==> src/rtl/spm_pkg.sv <==
// Shared constants and helpers for the shift-add serial-parallel multiplier.
package spm_pkg;

  localparam int SPM_WIDTH_DEFAULT = 32;
  localparam int PROD_W = 2 * SPM_WIDTH_DEFAULT;

  // Counter must hold the value WIDTH itself, hence WIDTH+1 states.
  function automatic int spm_cnt_width(input int width);
    return $clog2(width + 1);
  endfunction

endpackage

==> src/rtl/spm_addstep.sv <==
// One shift-add step: conditionally add the multiplicand to the upper accumulator half.
module spm_addstep #(
  parameter int WIDTH = 32
) (
  input  logic [WIDTH-1:0] i_p_hi,
  input  logic [WIDTH-1:0] i_mc,
  input  logic             i_bit,
  output logic [WIDTH:0]   o_sum
);

  assign o_sum = {1'b0, i_p_hi} + {1'b0, (i_bit ? i_mc : '0)};

endmodule

==> src/rtl/spm_datapath.sv <==
// Serial-parallel multiplier datapath: one multiplier bit per shift strobe.
// Optional two's-complement operands via the SPM_SIGNED_EN macro.
module spm_datapath
  import spm_pkg::*;
#(
  parameter int WIDTH = SPM_WIDTH_DEFAULT
) (
  input  logic               clk,
  input  logic               rst_n,
  input  logic               ld,
  input  logic               shift,
  input  logic [WIDTH-1:0]   mc,
  input  logic [WIDTH-1:0]   mp,
  output logic [2*WIDTH-1:0] prod,
  output logic               proddone
);

  localparam int CW = spm_cnt_width(WIDTH);
  localparam logic [CW-1:0] CNT_MAX = CW'(WIDTH);

  logic [WIDTH-1:0]   r_mc;
  logic [WIDTH-1:0]   r_mp;
  logic [2*WIDTH-1:0] r_acc;
  logic [CW-1:0]      r_cnt;
  logic [WIDTH:0]     w_sum;
  logic [WIDTH-1:0]   w_mc_ld;
  logic [WIDTH-1:0]   w_mp_ld;
  logic               w_step;

`ifdef SPM_SIGNED_EN
  logic r_neg;

  // Magnitude of the most negative value is 2^(W-1), exact as an unsigned W-bit value.
  assign w_mc_ld = mc[WIDTH-1] ? (WIDTH'(0) - mc) : mc;
  assign w_mp_ld = mp[WIDTH-1] ? (WIDTH'(0) - mp) : mp;

  always_ff @(posedge clk or negedge rst_n) begin
    if (!rst_n) begin
      r_neg <= 1'b0;
    end else if (ld) begin
      r_neg <= mc[WIDTH-1] ^ mp[WIDTH-1];
    end
  end

  assign prod = r_neg ? ((2*WIDTH)'(0) - r_acc) : r_acc;
`else
  assign w_mc_ld = mc;
  assign w_mp_ld = mp;
  assign prod    = r_acc;
`endif

  assign w_step   = shift && !ld && (r_cnt < CNT_MAX);
  assign proddone = (r_cnt == CNT_MAX);

  spm_addstep #(
    .WIDTH(WIDTH)
  ) u_addstep (
    .i_p_hi(r_acc[2*WIDTH-1:WIDTH]),
    .i_mc  (r_mc),
    .i_bit (r_mp[0]),
    .o_sum (w_sum)
  );

  always_ff @(posedge clk or negedge rst_n) begin
    if (!rst_n) begin
      r_mc  <= '0;
      r_mp  <= '0;
      r_acc <= '0;
      r_cnt <= '0;
    end else if (ld) begin
      r_mc  <= w_mc_ld;
      r_mp  <= w_mp_ld;
      r_acc <= '0;
      r_cnt <= '0;
    end else if (w_step) begin
      r_acc <= {w_sum, r_acc[WIDTH-1:1]};
      r_mp  <= r_mp >> 1;
      r_cnt <= r_cnt + 1'b1;
    end
  end

endmodule

==> config.mk <==
export PLATFORM = sky130hd
export DESIGN_NAME = spm_datapath
export DESIGN_NICKNAME = d
export VERILOG_FILES = /design/src/rtl/spm_pkg.sv /design/src/rtl/spm_addstep.sv /design/src/rtl/spm_datapath.sv
export SDC_FILE = /design/constraint.sdc
export NUM_CORES = 1
export LEC_CHECK = 0
export BUFFER_PORTS_ARGS = -buffer_cell sky130_fd_sc_hd__buf_2
export CAP_MARGIN = 0
export CORE_AREA = 8 8 114 137
export CTS_CLUSTER_DIAMETER = 50
export DETAILED_ROUTE_END_ITERATION = 10
export DIE_AREA = 0 0 122 145
export PLACE_DENSITY = 0.8
export SETUP_SLACK_MARGIN = 0.1
export SLEW_MARGIN = 20
export SYNTH_ARGS = -nofsm -noshare
export SYNTH_HDL_FRONTEND = slang
export SYNTH_SLANG_ARGS = --single-unit
==> constraint.sdc <==
create_clock -name clk -period 3.3 [get_ports clk]
set_clock_uncertainty 0.05 [all_clocks]
set_input_delay 0.66 -clock clk [delete_from_list [all_inputs] [get_ports clk]]
set_output_delay 0.66 -clock clk [all_outputs]
set_load 0.005 [all_outputs]
==> results of run 1 <==
[cell usage after synthesis (all sizes together), types with 4 or more instances]
master    n
nand3    10
nor3      7
and3     11
a21oi    80
o211ai    7
buf      11
nor2     38
mux2     32
and2     34
inv      15
a21o     12
a211oi    5
ha       34
o21a      4
o21ai    57
xor2      8
dfrtp   134
o21bai    8
or3       6
nand2   158
mux2i    36
clkbuf   31
xnor2    10
nand4    10
[stage by stage]
stage | total power (uW) | std cells
floorplan | 2340 | 807
global placement | 2580 | 1079
detailed placement | 2600 | 1079
CTS | 4460 | 1111
global route | 4640 | 1112
finish | 4430 | 1112
[layout make-up]
class,instances,area (um2),share of cell area
clock inverters,14,139,0.0157
diodes,1,2.50,0.000282
repair buffers,143,764,0.0862
flip-flops and latches,134,3350,0.378
clock buffers,18,439,0.0495
multi-input cells,616,3910,0.440
inverters,15,56.3,0.00635
well taps,171,214,0.0241
[path summary, 6_finish.rpt]
check                           slack [ps]  startpoint  depth (start not counted)  endpoint
worst max register to register         310     r_mp[0]                         10  prod[55]
worst min-delay path                   230       rst_n                          1  prod[46]
max in group asynchronous             2290       rst_n                          2   r_mp[9]
worst max-delay path                   310     r_mp[0]                         10  prod[55]
min in group clk                       390       mp[5]                          3   r_mp[5]
worst min register to register         450     r_mc[6]                          1   r_mc[6]
[kinds of logic after synthesis]
kind of cell    after synthesis  share of synthesized area
compound gates              205                      0.167
xor+xnor                     18                     0.0211
fa+ha+maj                    35                     0.0597
buf+inv                      57                     0.0289
flops                       134                      0.450
mux                          68                     0.0966
simple gates                290                      0.177
[report_power, final]
group          internal [uW]  switching (uW)
Sequential              1760            80.6
Combinational            308             425
Clock                   1070             778
[per-layer routing]
layer  GRT usage  vias to the layer above
met5           0                        -
met4       0.106                        2
met3      0.0559                       50
met2       0.359                      185
met1       0.254                     2995
li1            -                     3079
[critical path, cell delays in order (launching register included)]
cell and delay, ps:
sky130_fd_sc_hd__dfrtp_1 340, sky130_fd_sc_hd__buf_4 230, sky130_fd_sc_hd__nand2_1 120, sky130_fd_sc_hd__fa_1 420, sky130_fd_sc_hd__and2b_1 240, sky130_fd_sc_hd__o2111ai_1 210
sky130_fd_sc_hd__a21oi_1 330, sky130_fd_sc_hd__o211ai_2 190, sky130_fd_sc_hd__a211oi_1 400, sky130_fd_sc_hd__mux2i_1 230, sky130_fd_sc_hd__o22ai_1 90
[state kept, by name, summed over array words and instances, names as in the netlist]
| name | count |
|---|---|
| prod | 64 |
| r_mp | 32 |
| r_mc | 32 |
| r_cnt | 6 |
==> metrics.log, run 1 <==
INFO  metric outcome = finished, final reports clean
INFO  metric cap_violations = 0
INFO  metric mostFrequentLayoutCell = sky130_fd_sc_hd__nand2_1
INFO  metric layout.cell_area.non_filler = 0.00887 mm2
INFO  metric area_growth = 19.0%
INFO  metric post_cts.resized_instances = 0
INFO  metric worstPathMaxFanout = 21
INFO  metric report.final.setup_viol = 0
INFO  metric synth.net_count = 910
INFO  metric power_density = 499 mW/mm2
INFO  metric slew_headroom = 0.295
INFO  metric dpl-instance-area = 0.00829 mm2
INFO  metric dr_total_vias = 6311
INFO  metric number_of_search_and_repair_iterations_in_the_first_detailed_routing_pass = 5
INFO  metric hpwl = 13100 um
INFO  metric grt_first_pass_wirelength = 31000 um
INFO  metric design.core.area = 0.0135 mm2
INFO  metric cts_hold_repair.buffers = 0
INFO  metric yosys-top-cells-area = sky130_fd_sc_hd__dfrtp_1, sky130_fd_sc_hd__nand2_1, sky130_fd_sc_hd__ha_1, sky130_fd_sc_hd__a21oi_1, sky130_fd_sc_hd__mux2i_1
INFO  metric min_period_over_period = 0.907
INFO  metric final_layout_size_suffix_gt1_frac = 0.231
INFO  metric final_core_utilization = 0.659
INFO  metric remaining_overflow_grt = 0
INFO  metric maxSlewViolCount = 0
INFO  metric fin_nets = 1030
INFO  metric clk_path_buf_depth = 2
INFO  metric grt_start_max_net_pins = 97
INFO  metric yosysTopAreaCellShare = 0.450
INFO  metric required = 3530 ps
INFO  metric die_h = 145 um
INFO  metric drt_drc_violations_left = 0
INFO  metric syn-cell-area = 0.00746 mm2
INFO  metric root_buffer = sky130_fd_sc_hd__clkbuf_16
INFO  metric ys_ff_latch = 134
INFO  metric timing.setup.critical_path_class = reg -> reg
INFO  metric synth_area_leader_cell = sky130_fd_sc_hd__dfrtp_1
INFO  metric postSynth.asyncResetShare = 1.00
INFO  metric clock_sink_count = 134
INFO  metric iter_0_drt_violations = 384
INFO  metric routed_via_density = 5.68
INFO  metric min_cycle_time_layout = 2990 ps
INFO  metric post_synth_num_cell_types = 63
INFO  metric post-place-ws = 309 ps
INFO  metric min_path_type = in -> async
INFO  metric max_clock_freq = 334 MHz
INFO  metric routabilityCongestion = 0.902
INFO  metric hold_ws = 234 ps
INFO  metric final_critical_path_setup_slack = 305 ps
INFO  metric tritoncts.num_buffers = 17
INFO  metric vdd_drop_max = 0.484 mV
INFO  metric total_length_of_routed_met2_wires = 9180 um
INFO  metric worstSetupStartpointType = flop
INFO  metric top_level_ports = 133
INFO  metric io_buffer_count = 132
INFO  metric setup_tns = 0 ps
INFO  metric final_wl = 18600 um
INFO  metric post_synth_inst_count = 807
INFO  metric report.final.hold_viol_count = 0
INFO  metric end_kind = flop
INFO  metric most-common-layout-cells = sky130_fd_sc_hd__nand2_1, sky130_fd_sc_hd__dfrtp_1, sky130_fd_sc_hd__buf_2
INFO  metric synth.yosys.seq_area_share = 0.450
INFO  metric wl_per_cell = 16.7 um
INFO  metric ctsHtreeMaxLevel = 4
INFO  metric synthesis_warnings = 0
INFO  metric antenna_found_initial = 2
INFO  metric postRouteAntennaNets = 0
INFO  metric met1_length = 7620 um
INFO  metric core.rowCount = 47
INFO  metric floorplan.initialDensity = 0.554
INFO  metric first_global_vias = 6422
INFO  metric highest-signal-layer = met5
INFO  metric postSynth.topFlopCell = sky130_fd_sc_hd__dfrtp_1
INFO  metric clock_latency = 420 ps
INFO  metric die_area = 0.0177 mm2
INFO  metric synth_enable_flop_cells = 0
INFO  metric grt_usage = 0.217
INFO  metric postCtsSetupBuffers = 0
INFO  metric power_leakage = 0.00429 uW
INFO  metric path_clk_slew = 60 ps
INFO  metric rsz_0062_raised_after_global_routing = false
INFO  metric cts_tree = yes
INFO  metric avgSynthCellArea = 9.24 um2
INFO  metric num-fill-cells = 1126
INFO  metric met3_length = 1200 um
INFO  metric tightest_slew = 1050 ps
INFO  metric die_width = 122 um
INFO  metric critPathArrivalTime = 3230 ps
No activity file was read; power rests on OpenSTA's default activity.
==> inputs of run 2 (changes only) <==
Settings changed: BUFFER_PORTS_ARGS -buffer_cell sky130_fd_sc_hd__buf_2 to not set, CORE_AREA 8 8 114 137 to 2 2 105 128, DIE_AREA 0 0 122 145 to 0 0 107 130, DONT_BUFFER_PORTS set to 1, PLACE_DENSITY 0.8 to 0.74, TNS_END_PERCENT set to 5.
==> metrics.log, run 2 (synthesized netlist as in run 1, its figures left out) <==
INFO  metric outcome = finished, violations left
INFO  metric failed_checks = negative hold slack
INFO  metric grt_usage = 0.251 (+0.0344)
INFO  metric min_cycle_time_layout = 3070 ps (+78.6 ps)
INFO  metric slew_headroom = 0.551 (+0.256)
INFO  metric design.core.area = 0.0128 mm2 (-4.7%)
INFO  metric crit_path_max_incr_delay = 470 ps (+50 ps)
INFO  metric drt_drc_violations_left = 0 (unchanged)
INFO  metric tightest_slew = 673 ps (-380 ps)
INFO  metric routed_via_density = 6.05 (+6.6%)
INFO  metric first_global_vias = 5802 (-9.7%)
INFO  metric dr_total_vias = 5881 (-6.8%)
INFO  metric postRouteAntennaNets = 0 (unchanged)
INFO  metric reg2reg_setup_slack = 230 ps (-80 ps)
INFO  metric required = 3560 ps (+30 ps)
INFO  metric routabilityCongestion = 0.961 (+6.5%)
INFO  metric worstSetupStartpointType = flop
INFO  metric top_level_ports = 133 (unchanged)
INFO  metric clock_sink_count = 134 (unchanged)
INFO  metric timing.critical_path.depth = 10 (unchanged)
INFO  metric tritoncts.num_buffers = 17 (unchanged)
INFO  metric num-fill-cells = 1031 (-8.4%)
INFO  metric vdd_drop_max = 0.358 mV (-26%)
INFO  metric clock_latency = 420 ps (about the same)
INFO  metric core.rowCount = 46 (-2.1%)
INFO  metric antenna_found_initial = 0 (-2)
INFO  metric die_area = 0.0139 mm2 (-21%)
INFO  metric wl_per_cell = 17.7 um (+6.0%)
INFO  metric max_clock_freq = 325 MHz (-2.6%)
INFO  metric ctsHtreeMaxLevel = 4 (unchanged)
INFO  metric number_of_search_and_repair_iterations_in_the_first_detailed_routing_pass = 5 (unchanged)
INFO  metric die_width = 107 um (-12%)
INFO  metric grt_start_max_net_pins = 157 (+62%)
INFO  metric count_of_inserted_antenna_diode_cells = 0 (-1)
INFO  metric clk_path_buf_depth = 2 (unchanged)
INFO  metric remaining_overflow_grt = 0 (unchanged)
INFO  metric end_kind = flop
INFO  metric number_of_flip_flops_under_the_largest_register_name = 64 (unchanged)
INFO  metric post-place-ws = 247 ps (-61.4 ps)
INFO  metric slowest_stage = sky130_fd_sc_hd__o2111ai_1
INFO  metric postCtsSetupBuffers = 0 (unchanged)
INFO  metric iter_0_drt_violations = 300 (-22%)
INFO  metric crit-reg2reg-launch = r_mp[0]
INFO  metric grt_first_pass_wirelength = 27800 um (-10%)
INFO  metric hold_ws = -107 ps (-342 ps)
INFO  metric final_layout_size_suffix_gt1_frac = 0.103 (-0.128)
INFO  metric timing.setup.critical_path_class = reg -> reg
INFO  metric cp_top_family = compound AO/OA/AOI/OAI gates
INFO  metric cts_tree = yes
INFO  metric min_period_over_period = 0.931 (+0.0238)
INFO  metric die_h = 130 um (-10%)
INFO  metric cap_violations = 0 (unchanged)
INFO  metric min_path_type = in -> async
INFO  metric critPathArrivalTime = 3330 ps (+100 ps)
INFO  metric maxSlewViolCount = 0 (unchanged)
INFO  metric io_buffer_count = 0 (-100%)
INFO  metric report.final.hold_viol_count = 134 (+134)
INFO  metric worstPathMaxFanout = 20 (-4.8%)
INFO  metric floorplan.initialDensity = 0.581 (+0.0273)
INFO  metric most-common-layout-cells = sky130_fd_sc_hd__nand2_1, sky130_fd_sc_hd__dfrtp_1, sky130_fd_sc_hd__a21oi_1
INFO  metric path_clk_slew = 60 ps (about the same)
INFO  metric critical_path.reg2reg.endpoint = prod[47]
INFO  metric final_critical_path_setup_slack = 227 ps (-78.6 ps)
INFO  metric final-instance-count-excl-fill = 972 (-13%)
INFO  metric r2r_cells = 10 (unchanged)
INFO  metric fin_nets = 895 (-13%)
INFO  metric root_buffer = sky130_fd_sc_hd__clkbuf_16
INFO  metric crit_start = r_mp[0]
INFO  metric critical_path.endpoint = prod[47]
INFO  metric report.final.setup_viol = 0 (unchanged)
INFO  metric rsz_0062_raised_after_global_routing = true
INFO  metric placedCellCount = 941 (-13%)
INFO  metric area_growth = 10.3%
INFO  metric hpwl = 11700 um (-11%)
INFO  metric power_density = 536 mW/mm2 (+7.5%)
INFO  metric crit_path_cell_trace = buf_4 -> and2_1 -> ha_1 -> and2b_1 -> o2111ai_1 -> a21oi_2 -> o211ai_2 -> a21boi_1 -> or3_1 -> a32o_1
INFO  metric power_leakage = 0.00367 uW (-14%)
INFO  metric final_core_utilization = 0.641 (-0.0180)
INFO  metric setup_tns = 0 ps (unchanged)
INFO  metric mostFrequentLayoutCell = sky130_fd_sc_hd__nand2_1
INFO  metric final_wl = 17200 um (-7.3%)
INFO  metric cp.buffers_inverters = 1 (unchanged)
-- run 2: worst min path at each step --
stage	depth (start not counted)	slack [ps]	to	from
after detailed placement	0	320	r_mc[14]	rst_n
after global placement	0	320	r_mc[13]	rst_n
after CTS	0	-120	prod[47]	rst_n
final	0	-110	prod[49]	rst_n
after global routing	0	-130	r_mc[10]	rst_n
after floorplan	0	310	prod[0]	rst_n
-- run 2: layer usage --
metal	global-route usage	share of wire	up-vias
li1	-	-	2801
met1	0.297	0.40	2852
met2	0.425	0.50	186
met3	0.0729	0.067	42
met4	0.118	0.031	0
met5	0	0	-
-- run 2: repair_timing --
| action | 4_1_cts | 5_1_grt |
|---|---|---|
| hold endpoints to repair | 134 | 134 |
| endpoints found under the setup margin | 0 | 5 |
| gates resized for setup | 0 | 4 |
-- run 2: stage by stage --
step           total power [uW]  area (um2)
2_1_floorplan              2340        7460
3_3_place_gp               2440        7580
3_5_place_dp               2470        7580
4_1_cts                    4430        8200
5_1_grt                    4590        8230
6_report                   4410        8230
-- run 2: final cells by class --
class | instances | area [um2] | area share
clock buffer | 21 | 470 | 0.0572
clock inverter | 10 | 145 | 0.0176
inverter | 15 | 56.3 | 0.00684
multi-input combinational | 616 | 3930 | 0.478
sequential | 134 | 3350 | 0.408
tap | 168 | 210 | 0.0256
timing repair buffer | 8 | 60.1 | 0.00730
-- run 2: power breakdown --
part / switching, uW / total (uW) / internal (uW) / leakage, uW
registers: 92.8 / 1860 / 1760 / 0.00173
clock network: 718 / 1970 / 1250 / 0.000296
logic: 336 / 589 / 252 / 0.00164
total: 1150 / 4410 / 3270 / 0.00367
==> inputs of run 3 (changes only) <==
Settings changed: CORE_AREA 2 2 105 128 to 2 2 164 199, DIE_AREA 0 0 107 130 to 0 0 166 201, PLACE_DENSITY 0.74 to not set.
==> metrics.log, run 3 (synthesized netlist as in run 1, its figures left out) <==
INFO  metric outcome = finished, violations left
INFO  metric failed_checks = negative hold slack
INFO  metric timing.critical_path.depth = 10 (unchanged)
INFO  metric crit-reg2reg-launch = r_mp[0]
INFO  metric slew_headroom = 0.581 (+0.0296)
INFO  metric number_of_flip_flops_under_the_largest_register_name = 64 (unchanged)
INFO  metric met1_length = 8150 um (+17%)
INFO  metric setup_tns = 0 ps (unchanged)
INFO  metric top_level_ports = 133 (unchanged)
INFO  metric crit_start = r_mp[0]
INFO  metric slowest_stage = sky130_fd_sc_hd__a2111oi_2
INFO  metric critPathArrivalTime = 3270 ps (-60 ps)
INFO  metric cp_top_family = compound AO/OA/AOI/OAI gates
INFO  metric drt_drc_violations_left = 0 (unchanged)
INFO  metric power_leakage = 0.00369 uW (+0.53%)
INFO  metric core.rowCount = 72 (+57%)
INFO  metric final_layout_size_suffix_gt1_frac = 0.101 (-0.00261)
INFO  metric timing.setup.critical_path_class = reg -> reg
INFO  metric vdd_drop_max = 0.248 mV (-31%)
INFO  metric floorplan.initialDensity = 0.236 (-0.345)
INFO  metric tightest_slew = 626 ps (-47.2 ps)
INFO  metric min_path_type = in -> async
INFO  metric ctsHtreeMaxLevel = 4 (unchanged)
INFO  metric rsz_0062_raised_after_global_routing = false
INFO  metric dr_total_vias = 5769 (-1.9%)
INFO  metric design.core.area = 0.0316 mm2 (+150%)
INFO  metric met3_length = 1680 um (+46%)
INFO  metric grt_start_max_net_pins = 157 (unchanged)
INFO  metric remaining_overflow_grt = 0 (unchanged)
INFO  metric die_width = 166 um (+55%)
INFO  metric clk_path_buf_depth = 2 (unchanged)
INFO  metric most-common-layout-cells = sky130_fd_sc_hd__nand2_1, sky130_fd_sc_hd__dfrtp_1, sky130_fd_sc_hd__a21oi_1
INFO  metric required = 3570 ps (about the same)
INFO  metric cp.buffers_inverters = 1 (unchanged)
INFO  metric power_density = 536 mW/mm2 (-0.15%)
INFO  metric first_global_vias = 5825 (+0.40%)
INFO  metric worstSetupStartpointType = flop
INFO  metric min_period_over_period = 0.911 (-0.0202)
INFO  metric total_length_of_routed_met2_wires = 10000 um (+17%)
INFO  metric hpwl = 14000 um (+20%)
INFO  metric die_area = 0.0334 mm2 (+140%)
INFO  metric report.final.setup_viol = 0 (unchanged)
INFO  metric root_buffer = sky130_fd_sc_hd__clkbuf_16
INFO  metric antenna_found_initial = 4 (+4)
INFO  metric area_growth = 14.7%
INFO  metric highest-signal-layer = met5
INFO  metric min_cycle_time_layout = 3010 ps (-66.7 ps)
INFO  metric report.final.hold_viol_count = 134 (unchanged)
INFO  metric cap_violations = 0 (unchanged)
INFO  metric routed_via_density = 4.76 (-21%)
INFO  metric crit_path_max_incr_delay = 470 ps (about the same)
INFO  metric cts_tree = yes
INFO  metric final_wl = 20300 um (+18%)
INFO  metric p_total = 4580 uW (+3.8%)
INFO  metric tritoncts.num_buffers = 17 (unchanged)
INFO  metric io_buffer_count = 0 (unchanged)
INFO  metric clock_latency = 430 ps (about the same)
INFO  metric worstPathMaxFanout = 32 (+60%)
INFO  metric mostFrequentLayoutCell = sky130_fd_sc_hd__nand2_1
INFO  metric die_h = 201 um (+55%)
INFO  metric end_kind = flop
INFO  metric hold_ws = -121 ps (-13.5 ps)
INFO  metric r2r_cells = 10 (unchanged)
INFO  metric path_clk_slew = 60 ps (about the same)
INFO  metric number_of_search_and_repair_iterations_in_the_first_detailed_routing_pass = 5 (unchanged)
INFO  metric worst_path_most_repeated_cell = sky130_fd_sc_hd__a21o_1
INFO  metric reg2reg_setup_slack = 290 ps (+70 ps)
INFO  metric grt_usage = 0.125 (-0.126)
INFO  metric iter_0_drt_violations = 366 (+22%)
INFO  metric routabilityCongestion = 0.840 (-13%)
INFO  metric crit_path_cell_trace = buf_6 -> nand2_1 -> fa_1 -> and2b_1 -> o2111ai_1 -> a2111oi_2 -> o31ai_2 -> a21o_1 -> a21o_1 -> a32o_1
INFO  metric final_core_utilization = 0.271 (-0.370)
INFO  metric critical_path.reg2reg.endpoint = prod[57]
INFO  metric critical_path.endpoint = prod[57]
INFO  metric maxSlewViolCount = 0 (unchanged)
INFO  metric grt_first_pass_wirelength = 32800 um (+18%)
INFO  metric postRouteAntennaNets = 0 (unchanged)
INFO  metric clock_sink_count = 134 (unchanged)
INFO  metric postCtsSetupBuffers = 0 (unchanged)
INFO  metric wl_per_cell = 16.8 um (-5.5%)
INFO  metric fin_nets = 895 (unchanged)
INFO  metric max_clock_freq = 333 MHz (+2.2%)
-- run 3: per-stage QoR --
| step | instances | instance area (um2) | setup WS, ps | hold slack (ps) |
|---|---|---|---|---|
| floorplan | 807 | 7460 | 477 | 314 |
| global placement | 1180 | 7900 | 231 | 327 |
| detailed placement | 1180 | 7900 | 174 | 327 |
| CTS | 1212 | 8540 | 138 | -137 |
| global route | 1213 | 8560 | 103 | -154 |
| finish | 1213 | 8560 | 293 | -121 |
-- run 3: how the worst min path moves through the flow --
stage | depth (start not counted) | startpoint | to
global route | 0 | rst_n | prod[36]
global placement | 0 | rst_n | r_mc[13]
finish | 0 | rst_n | r_mc[15]
detailed placement | 0 | rst_n | r_mc[12]
floorplan | 0 | rst_n | prod[0]
CTS | 0 | rst_n | r_mp[20]
-- run 3: layer usage --
| metal | GRT usage | vias up |
|---|---|---|
| met5 | 0 | - |
| met4 | 0.0444 | 6 |
| met3 | 0.0532 | 29 |
| met1 | 0.142 | 2758 |
| met2 | 0.210 | 165 |
| li1 | - | 2811 |
-- run 3: layout make-up --
type	count	area, um2
clock buffer	20	447
tap	407	509
timing repair buffer	8	76.3
multi-input combinational	616	3910
sequential	134	3350
fill	3342	23100
clock inverter	12	201
inverter	15	56.3
antenna	1	2.50
-- run 3: where the power goes --
| group | leakage (uW) | total [uW] | internal (uW) | switching, uW |
|---|---|---|---|---|
| Combinational | 0.00165 | 581 | 253 | 328 |
| Sequential | 0.00173 | 1870 | 1760 | 107 |
| Clock | 0.000310 | 2130 | 1360 | 770 |
| Total | 0.00369 | 4580 | 3380 | 1210 |
-- run 3: timing repair --
action                                  CTS  global route
endpoints found under the setup margin    0             7
hold endpoints to repair                134           134
gates resized for setup                   0             2
